[src/rtl/vid_in_to_axis.sv]
// Parallel RGB capture (hsync/vsync, no DE) to AXI4-Stream video: tuser marks SOF, tlast marks EOL.
// Define VID_IN_MEASURE_EN to add meas_htotal/meas_vtotal timing measurement outputs.
module vid_in_to_axis #(
    parameter int   WIDTH      = 640,
    parameter int   HEIGHT     = 480,
    parameter int   H_START    = 144,
    parameter int   V_START    = 35,
    parameter logic HS_POL     = 1'b0,
    parameter logic VS_POL     = 1'b0,
    parameter int   FIFO_DEPTH = 16
) (
    input  logic        clk,
    input  logic        rst,
    input  logic [23:0] vid_data,
    input  logic        vid_hsync,
    input  logic        vid_vsync,
    output logic [23:0] m_axis_tdata,
    output logic        m_axis_tvalid,
    input  logic        m_axis_tready,
    output logic        m_axis_tuser,
    output logic        m_axis_tlast,
    input  logic        ovf_clr,
    output logic        ovf,
    output logic [15:0] frame_cnt
`ifdef VID_IN_MEASURE_EN
    ,
    output logic [15:0] meas_htotal,
    output logic [15:0] meas_vtotal
`endif
);
    localparam int HW = $clog2(H_START + WIDTH + 1);
    localparam int VW = $clog2(V_START + HEIGHT + 1);
    localparam int AW = $clog2(FIFO_DEPTH);

    localparam logic [HW-1:0] H_FIRST = HW'(H_START);
    localparam logic [HW-1:0] H_LAST  = HW'(H_START + WIDTH - 1);
    localparam logic [HW-1:0] H_END   = HW'(H_START + WIDTH);
    localparam logic [VW-1:0] V_FIRST = VW'(V_START);
    localparam logic [VW-1:0] V_LAST  = VW'(V_START + HEIGHT - 1);
    localparam logic [VW-1:0] V_END   = VW'(V_START + HEIGHT);

    typedef enum logic [1:0] {WAIT_FRAME, ACTIVE, DROP} state_t;

    logic [23:0]   data_q;
    logic          hs_q, hs_qq, vs_q, vs_qq;
    logic          hs_lead, vs_lead;
    logic [HW-1:0] hcnt, h_cur;
    logic [VW-1:0] vcnt, v_cur;
    logic          pix_active, pix_sof, pix_eol, pix_last;
    state_t        state_q, state_d;
    logic          wr_en, overflow;
    logic [AW:0]   wr_ptr, rd_ptr;
    logic [25:0]   mem [FIFO_DEPTH];
    logic [25:0]   head;
    logic          fifo_empty, fifo_full, rd_en;

    assign hs_lead = (hs_q == HS_POL) && (hs_qq != HS_POL);
    assign vs_lead = (vs_q == VS_POL) && (vs_qq != VS_POL);

    // Counts describe the pixel currently held in data_q; the registers keep the previous pixel's count.
    always_comb begin
        // NOTE: every combinational output gets a default first so no path can infer a latch.
        h_cur = hcnt;
        v_cur = vcnt;
        if (hs_lead)
            h_cur = '0;
        else if (hcnt != H_END)
            h_cur = hcnt + 1'b1;
        if (vs_lead)
            v_cur = '0;
        else if (hs_lead && vcnt != V_END)
            v_cur = vcnt + 1'b1;
    end

    assign pix_active = (h_cur >= H_FIRST) && (h_cur < H_END) && (v_cur >= V_FIRST) && (v_cur < V_END);
    assign pix_sof    = (h_cur == H_FIRST) && (v_cur == V_FIRST);
    assign pix_eol    = (h_cur == H_LAST);
    assign pix_last   = pix_eol && (v_cur == V_LAST);

    assign fifo_empty = (wr_ptr == rd_ptr);
    assign fifo_full  = (wr_ptr[AW] != rd_ptr[AW]) && (wr_ptr[AW-1:0] == rd_ptr[AW-1:0]);
    assign rd_en      = !fifo_empty && m_axis_tready;

    always_comb begin
        state_d  = state_q;
        wr_en    = 1'b0;
        overflow = 1'b0;
        case (state_q)
            WAIT_FRAME: if (vs_lead) state_d = ACTIVE;
            ACTIVE: begin
                // A read in the same cycle frees the slot, so full alone is not an overflow.
                if (pix_active) begin
                    if (fifo_full && !rd_en) begin
                        overflow = 1'b1;
                        state_d  = DROP;
                    end else begin
                        wr_en = 1'b1;
                    end
                end
            end
            DROP: if (vs_lead) state_d = ACTIVE;
            default: state_d = WAIT_FRAME;
        endcase
    end

    always_ff @(posedge clk or posedge rst) begin
        // NOTE: sequential state uses non-blocking assignments so every register sees pre-edge values.
        if (rst) begin
            data_q    <= '0;
            hs_q      <= ~HS_POL;
            hs_qq     <= ~HS_POL;
            vs_q      <= ~VS_POL;
            vs_qq     <= ~VS_POL;
            hcnt      <= '0;
            vcnt      <= '0;
            state_q   <= WAIT_FRAME;
            wr_ptr    <= '0;
            rd_ptr    <= '0;
            ovf       <= 1'b0;
            frame_cnt <= '0;
        end else begin
            data_q  <= vid_data;
            hs_q    <= vid_hsync;
            hs_qq   <= hs_q;
            vs_q    <= vid_vsync;
            vs_qq   <= vs_q;
            hcnt    <= h_cur;
            vcnt    <= v_cur;
            state_q <= state_d;
            if (wr_en)
                wr_ptr <= wr_ptr + 1'b1;
            if (rd_en)
                rd_ptr <= rd_ptr + 1'b1;
            if (overflow)
                ovf <= 1'b1;
            else if (ovf_clr)
                ovf <= 1'b0;
            if (wr_en && pix_last)
                frame_cnt <= frame_cnt + 1'b1;
        end
    end

    // NOTE: the storage array has no reset; the pointers alone define which entries are valid.
    always_ff @(posedge clk) begin
        if (wr_en)
            mem[wr_ptr[AW-1:0]] <= {pix_sof, pix_eol, data_q};
    end

    assign head          = mem[rd_ptr[AW-1:0]];
    assign m_axis_tvalid = !fifo_empty;
    assign {m_axis_tuser, m_axis_tlast, m_axis_tdata} = fifo_empty ? 26'd0 : head;

`ifdef VID_IN_MEASURE_EN
    logic [15:0] h_per, v_per;

    // Periods are counted from one leading edge to the next and latched when the next edge arrives.
    always_ff @(posedge clk or posedge rst) begin
        if (rst) begin
            h_per       <= '0;
            v_per       <= '0;
            meas_htotal <= '0;
            meas_vtotal <= '0;
        end else begin
            if (hs_lead) begin
                meas_htotal <= h_per;
                h_per       <= 16'd1;
            end else if (h_per != 16'hFFFF) begin
                h_per <= h_per + 1'b1;
            end
            if (vs_lead) begin
                meas_vtotal <= v_per;
                v_per       <= {15'd0, hs_lead};
            end else if (hs_lead && v_per != 16'hFFFF) begin
                v_per <= v_per + 1'b1;
            end
        end
    end
`endif
endmodule

[config.mk]
export PLATFORM = sky130hd
export DESIGN_NAME = vid_in_to_axis
export DESIGN_NICKNAME = d
export VERILOG_FILES = /design/src/rtl/vid_in_to_axis.sv
export SDC_FILE = /design/constraint.sdc
export NUM_CORES = 1
export LEC_CHECK = 0
export CORE_ASPECT_RATIO = 0.6
export CORE_MARGIN = 1
export CORE_UTILIZATION = 57
export CTS_BUF_LIST = sky130_fd_sc_hd__clkbuf_8 sky130_fd_sc_hd__clkbuf_16
export DETAILED_ROUTE_END_ITERATION = 6
export DONT_BUFFER_PORTS = 1
export PLACE_DENSITY = 0.77
export SLEW_MARGIN = 40
export SYNTH_ARGS = -nofsm -noshare
export SYNTH_HDL_FRONTEND = slang
export SYNTH_SLANG_ARGS = --single-unit
[constraint.sdc]
create_clock -name clk -period 5.1 [get_ports clk]
set_input_delay 0.51 -clock clk [delete_from_list [all_inputs] [get_ports clk]]
set_output_delay 0.51 -clock clk [all_outputs]
set_load 0.02 [all_outputs]
After elaboration in Yosys (flattened, before gate mapping)
Memories as Yosys holds them, arrays and structs flattened.
Cells that the tools add are included.
{"block": "totals", "latch_bits": 0, "regBits": 77, "elab_cells": 75, "input_bits": 30, "romBits": 0, "ram_bits": 416, "memories": 1, "out_inout_bits": 44}
{"memory": "mem", "words": 16, "width": 26, "read_ports": 1, "rd_ports_with_merged_regs": 0, "wr": 1, "line": "53", "rtl": "logic [25:0] mem [FIFO_DEPTH];"}
{"block": "classes", "mux": 19, "bitwise": 2, "div_mod_pow": 0, "n_lt_le_gt_ge": 4, "n_mul": 0, "eq_ne": 14, "n_shift": 0, "reduce_logical": 18, "n_addsub": 5}
{"op": "two-way mux 10 bit", "n": 4}
{"op": "two-way mux 26 bit", "n": 1}
{"op": "adder 10 x 1 -> 10 bit (second input constant)", "n": 2}
{"op": "== test 10 bit (second input constant)", "n": 2}
{"op": "less-than comparator 10 bit (second input constant)", "n": 2}
{"op": "!= test 10 bit (second input constant)", "n": 2}
{"op": "adder 16 x 1 -> 16 bit (second input constant)", "n": 1}
{"op": "logical AND 1 bit", "n": 12}
{"op": "adder 5 x 1 -> 5 bit (second input constant)", "n": 2}
{"op": "== test 10 x 6 -> 1 bit (second input constant)", "n": 1}
{"op": "== test 10 x 8 -> 1 bit (second input constant)", "n": 1}
{"op": ">= comparator 10 x 6 -> 1 bit (second input constant)", "n": 1}
{"op": ">= comparator 10 x 8 -> 1 bit (second input constant)", "n": 1}
{"op": "two-way mux 1 bit", "n": 10}
{"op": "two-way mux 2 bit", "n": 3}
{"op": "== test 5 bit", "n": 1}
{"op": "== test 4 bit", "n": 1}
{"op": "!= test 2 bit (second input constant)", "n": 2}
{"op": "case mux 2 bit (2 select lines)", "n": 1}
{"op": "AND reduction 3 bit", "n": 1}
{"op": "== test 2 x 1 -> 1 bit (second input constant)", "n": 1}
{"op": "== test 2 bit (second input constant)", "n": 1}
{"op": "zero test 1 bit", "n": 2}
{"op": "zero test 2 bit", "n": 1}
{"op": "other kinds (5)", "n": 6}

Logic depth before layout (Yosys ltp)
{"block": "logic_depth", "depth_word": 12, "depth_mapped": 12, "mapped_depth_nobuf": 10}

Least setup slack after synthesis
OpenSTA, ideal clock, no wires.
{"block": "synth_timing", "kind": "flip-flop to flip-flop", "from": "reg hcnt[0]", "to": "mem mem[1][0], enable pin", "arrival_ns": 5.108, "path_slack_ns": -0.492, "path_stages_with_launch": 10, "period_less_slack_ns": 5.592, "n_path_buf": 0, "setup_ns": 0.484, "t_required_ns": 4.616, "cell_sequence": "dfrtp_1 -> inv_1 -> ha_1 -> or4b_4 -> or3_1 -> mux2i_1 -> nor3_1 -> o31ai_1 -> nor4_4 -> nor4b_1"}
{"block": "synth_via", "elab_chain_cells": 11, "word_cells_on_any_way": 13, "cone_classes": "add/sub: 1; order compare: 2; eq/ne: 1; mux: 6; reduce/logical: 3"}
{"element": "from (decl)", "line": "47", "rtl": "logic [HW-1:0] hcnt, h_cur;"}
{"element": "from (signal assigned)", "line": "127", "rtl": "hcnt <= h_cur;"}
{"element": "adder 10 x 1 -> 10 bit / != test 10 bit (equally long branches)", "line": "68, 67"}
{"element": "two-way mux 10 bit (*)", "line": "67", "rtl": "else if (hcnt != H_END)"}
{"element": "two-way mux 10 bit (*)", "line": "65", "rtl": "if (hs_lead)"}
{"element": ">= comparator 10 x 8 -> 1 bit / less-than comparator 10 bit (equally long branches)", "line": "75", "rtl": "assign pix_active = (h_cur >= H_FIRST) && (h_cur < H_END) && (v_cur >= V_FIRST) && (v_cur < V_END);"}
{"element": "logical AND 1 bit (*) (3 in a row)", "line": "75"}
{"element": "two-way mux 1 bit (*)", "line": "92", "rtl": "if (pix_active) begin"}
{"element": "two-way mux 1 bit (*)", "line": "88", "rtl": "case (state_q)"}
{"element": "two-way mux 1 bit (*)", "line": "145", "rtl": "if (wr_en)"}
{"element": "two-way mux 1 bit (not written as such) (*)", "line": "146", "rtl": "mem[wr_ptr[AW-1:0]] <= {pix_sof, pix_eol, data_q};"}
{"element": "to (decl)", "line": "53"}
Every way passes the cells marked *; elsewhere a longest branch is shown, timed or not.

Worst setup path after layout
{"block": "layout_timing", "from": "reg hcnt[0]", "to": "mem mem[13][3], enable pin"}
The elaborated chain is that of the path after synthesis.

==> results.cfg <==
[die]
core_area_sq_um = 33800
die_h_um = 146
die_area_sq_um = 35100
die_w_um = 241
rows = 52
start_util_pct = 58.0
ios = 74

[synth]
syn_nets = 1056
synthDistinctLibCells = 56
async_flop_share_pct = 15.6
synth_flop_cell = edfxtp_1
postSynthAreaPerCell_sq_um = 19.3
ys_seq_area_share_pct = 73.6
netlist_area_sq_um = 19600
ys_ff_latch = 493
synth-edff-count = 416
ys_warn_count = 0
syn_inst = 1017

[sta]
hold_viol = 0
timing.slew.headroom_pct = 46.4
rsz0062_at_grt = false
fin_crit_ps = 4230
tightest_slew_ps = 800
setup_tns_ps = 0
fmax_mhz = 236
finalCritPeriodShare_pct = 83.0
slew_viol_final = 0
setup_viol = 0
skew_ps = 10.3

[placed_design]
place_hpwl_um = 22700
gp_congestion = 0.840
port_buffers = 0

[power_and_ir_drop]
p_total_mw = 10.4
max-vdd-ir-drop_uv = 388
p_leak_nw = 7.45
power.density_nw_per_um2 = 472

[clock_tree]
root_buffer = clkbuf_16
cts_inserted_buffers = 44
cts_tree = yes
cts_setup_buffers = 0
clk_latency_ps = 550
clk_pin_slew_ps = 70
cts_num_sinks = 493
hold_buffers = 27
htree_levels = 2
cts_resized = 0
clock_path_buffers = 3

[flow_run]
drv_cap = 0

[detailed_routing]
vias = 9727
ant_nets = 0
drt_first_pass_iters = 6
wirelength_um = 38700
drt-initial-drc-count = 1018
drc = 0
wl_per_cell_um = 24.8
routed_via_density = 6.24

[layout]
final_layout_size_suffix_gt1_share_pct = 21.8
nFillCells = 2185
multi_input_area_sq_um = 4970
n_antenna_cell = 0
syn2layout_area_growth_pct = 12.6
register_area_sq_um = 14400
final_nets = 1105

[setup_path]
max_stage_delay_ps = 480
setup.worst_path.class = flop to flop
critPathMaxFanout = 17
crit_chain = inv_1 > ha_1 > or4b_4 > or3_1 > mux2i_1 > nor3_1 > o31ai_1 > nor4_4 > buf_4 > nand3_1 > nor2_4 > buf_4
cp_common_cell = buf_4
start_kind = flop
crit_buf_inv = 3
slowest_stage = or4b_4
critPathArrivalTime_ps = 4460
crit_required_ps = 5330
cp_top_family = simple AND/OR/NAND/NOR gates
end_kind = flop

[global_route]
grt_pass1_wl_um = 58900
overflow = 0
grtUsageTotal_pct = 22.8
grt_pass1_vias = 9504
grt_start_max_net_pins = 75
antenna_found_initial = 0

[min_path]
worst_hold_path_type = input pin to flop

[outcome]
outcome = complete, no violations
[sequential cells by signal, summed over array words and instances, names as in the netlist]
name	flops
vs_qq	1
rd_ptr	5
ovf	1
mem	416
hs_q	1
vcnt	10
hcnt	10
data_q	24
wr_ptr	5
frame_cnt	16
hs_qq	1
state_q	2
vs_q	1
[cell usage after synthesis, drive strengths merged, types with 2 or more instances]
master	count	area, sq um
edfxtp	416	12500
mux4	104	2340
dfrtp	73	1830
a211oi	56	425
xnor2	36	315
clkbuf	34	128
mux2i	31	310
nor2	31	116
nor2b	31	194
nand2	24	90.1
buf	22	120
nand4	19	119
inv	14	52.6
and3	12	75.1
nand3	11	55.1
ha	9	113
nor3	9	56.3
xor2	8	70.1
a21oi	7	35.0
o21ai	6	30.0
and2	5	31.3
and4b	5	50.1
mux2	5	56.3
nor4	5	61.3
dfstp	4	105
or3	4	25.0
nand2b	3	18.8
nor3b	3	22.5
nor4b	3	26.3
a311oi	2	17.5
a31o	2	17.5
a31oi	2	12.5
o21a	2	15.0
o2bb2ai	2	17.5
o31ai	2	15.0
or2	2	15.0
[cell usage in the layout (no fill, tap or decap), drive strengths merged, types with 31 or more instances in the layout]
cell and n:
clkbuf 48, a211oi 56, nor2 31, buf 32, xnor2 36, mux2i 31, edfxtp 416, nor2b 31
mux4 104, dfrtp 73
[per-stage QoR]
stage                     std cells  setup WS [ps]  utilization, %  instance area, sq um  hold WS [ps]
final                          1559            868            65.3                 22100          71.6
after global routing           1559            754            65.3                 22100          58.7
after CTS                      1559            937            65.3                 22000          52.7
after detailed placement       1452            990            60.2                 20300           362
after global placement         1450           1090            59.9                 20200           361
after floorplan                1017            259               -                 19600           358
[power by group]
group	switching, mW	internal, mW
registers	0.226	4.42
logic	1.34	1.12
clock network	1.40	1.90
total	2.97	7.44
[per-layer routing]
metal / up-vias / wire [um] / global-route usage, % / part of all wire [%]
li1: 4200 / - / - / -
met1: 5135 / 17800 / 37.5 / 46
met2: 339 / 17800 / 32.5 / 46
met3: 53 / 2580 / 3.79 / 6.7
met4: 0 / 578 / 4.81 / 1.5
met5: - / 0 / 0 / 0
[worst paths after layout]
| kind | startpoint | to | slack (ps) | cells past startpoint |
|---|---|---|---|---|
| max | hcnt[0] | mem[13][3] | 870 | 12 |
| min | ovf_clr | ovf | 70 | 1 |
| max reg2reg | hcnt[0] | mem[13][3] | 870 | 12 |
| min reg2reg | vs_q | vs_qq | 370 | 0 |
| max in group asynchronous | rst | rd_ptr[1] | 3730 | 3 |
| min in group asynchronous | rst | data_q[0] | 470 | 2 |
[layout make-up]
class	instances	share of cell area, %
clock inverter	32	1.24
timing repair buffer	59	2.59
sequential	493	65.5
multi-input combinational	454	22.6
clock buffer	48	5.29
tap	459	2.60
inverter	14	0.261
[cell families after synthesis]
group	after synthesis	share of synthesized area [%]
DFF	493	73.6
buffers and inverters	70	1.53
and+or+nand+nor	173	5.19
xor gates and xnor gates	44	1.97
muxes	140	13.8
AOI/OAI and AO/OA	88	3.28
adders and majority gates	9	0.575
No activity file was read; power rests on OpenSTA's default activity.
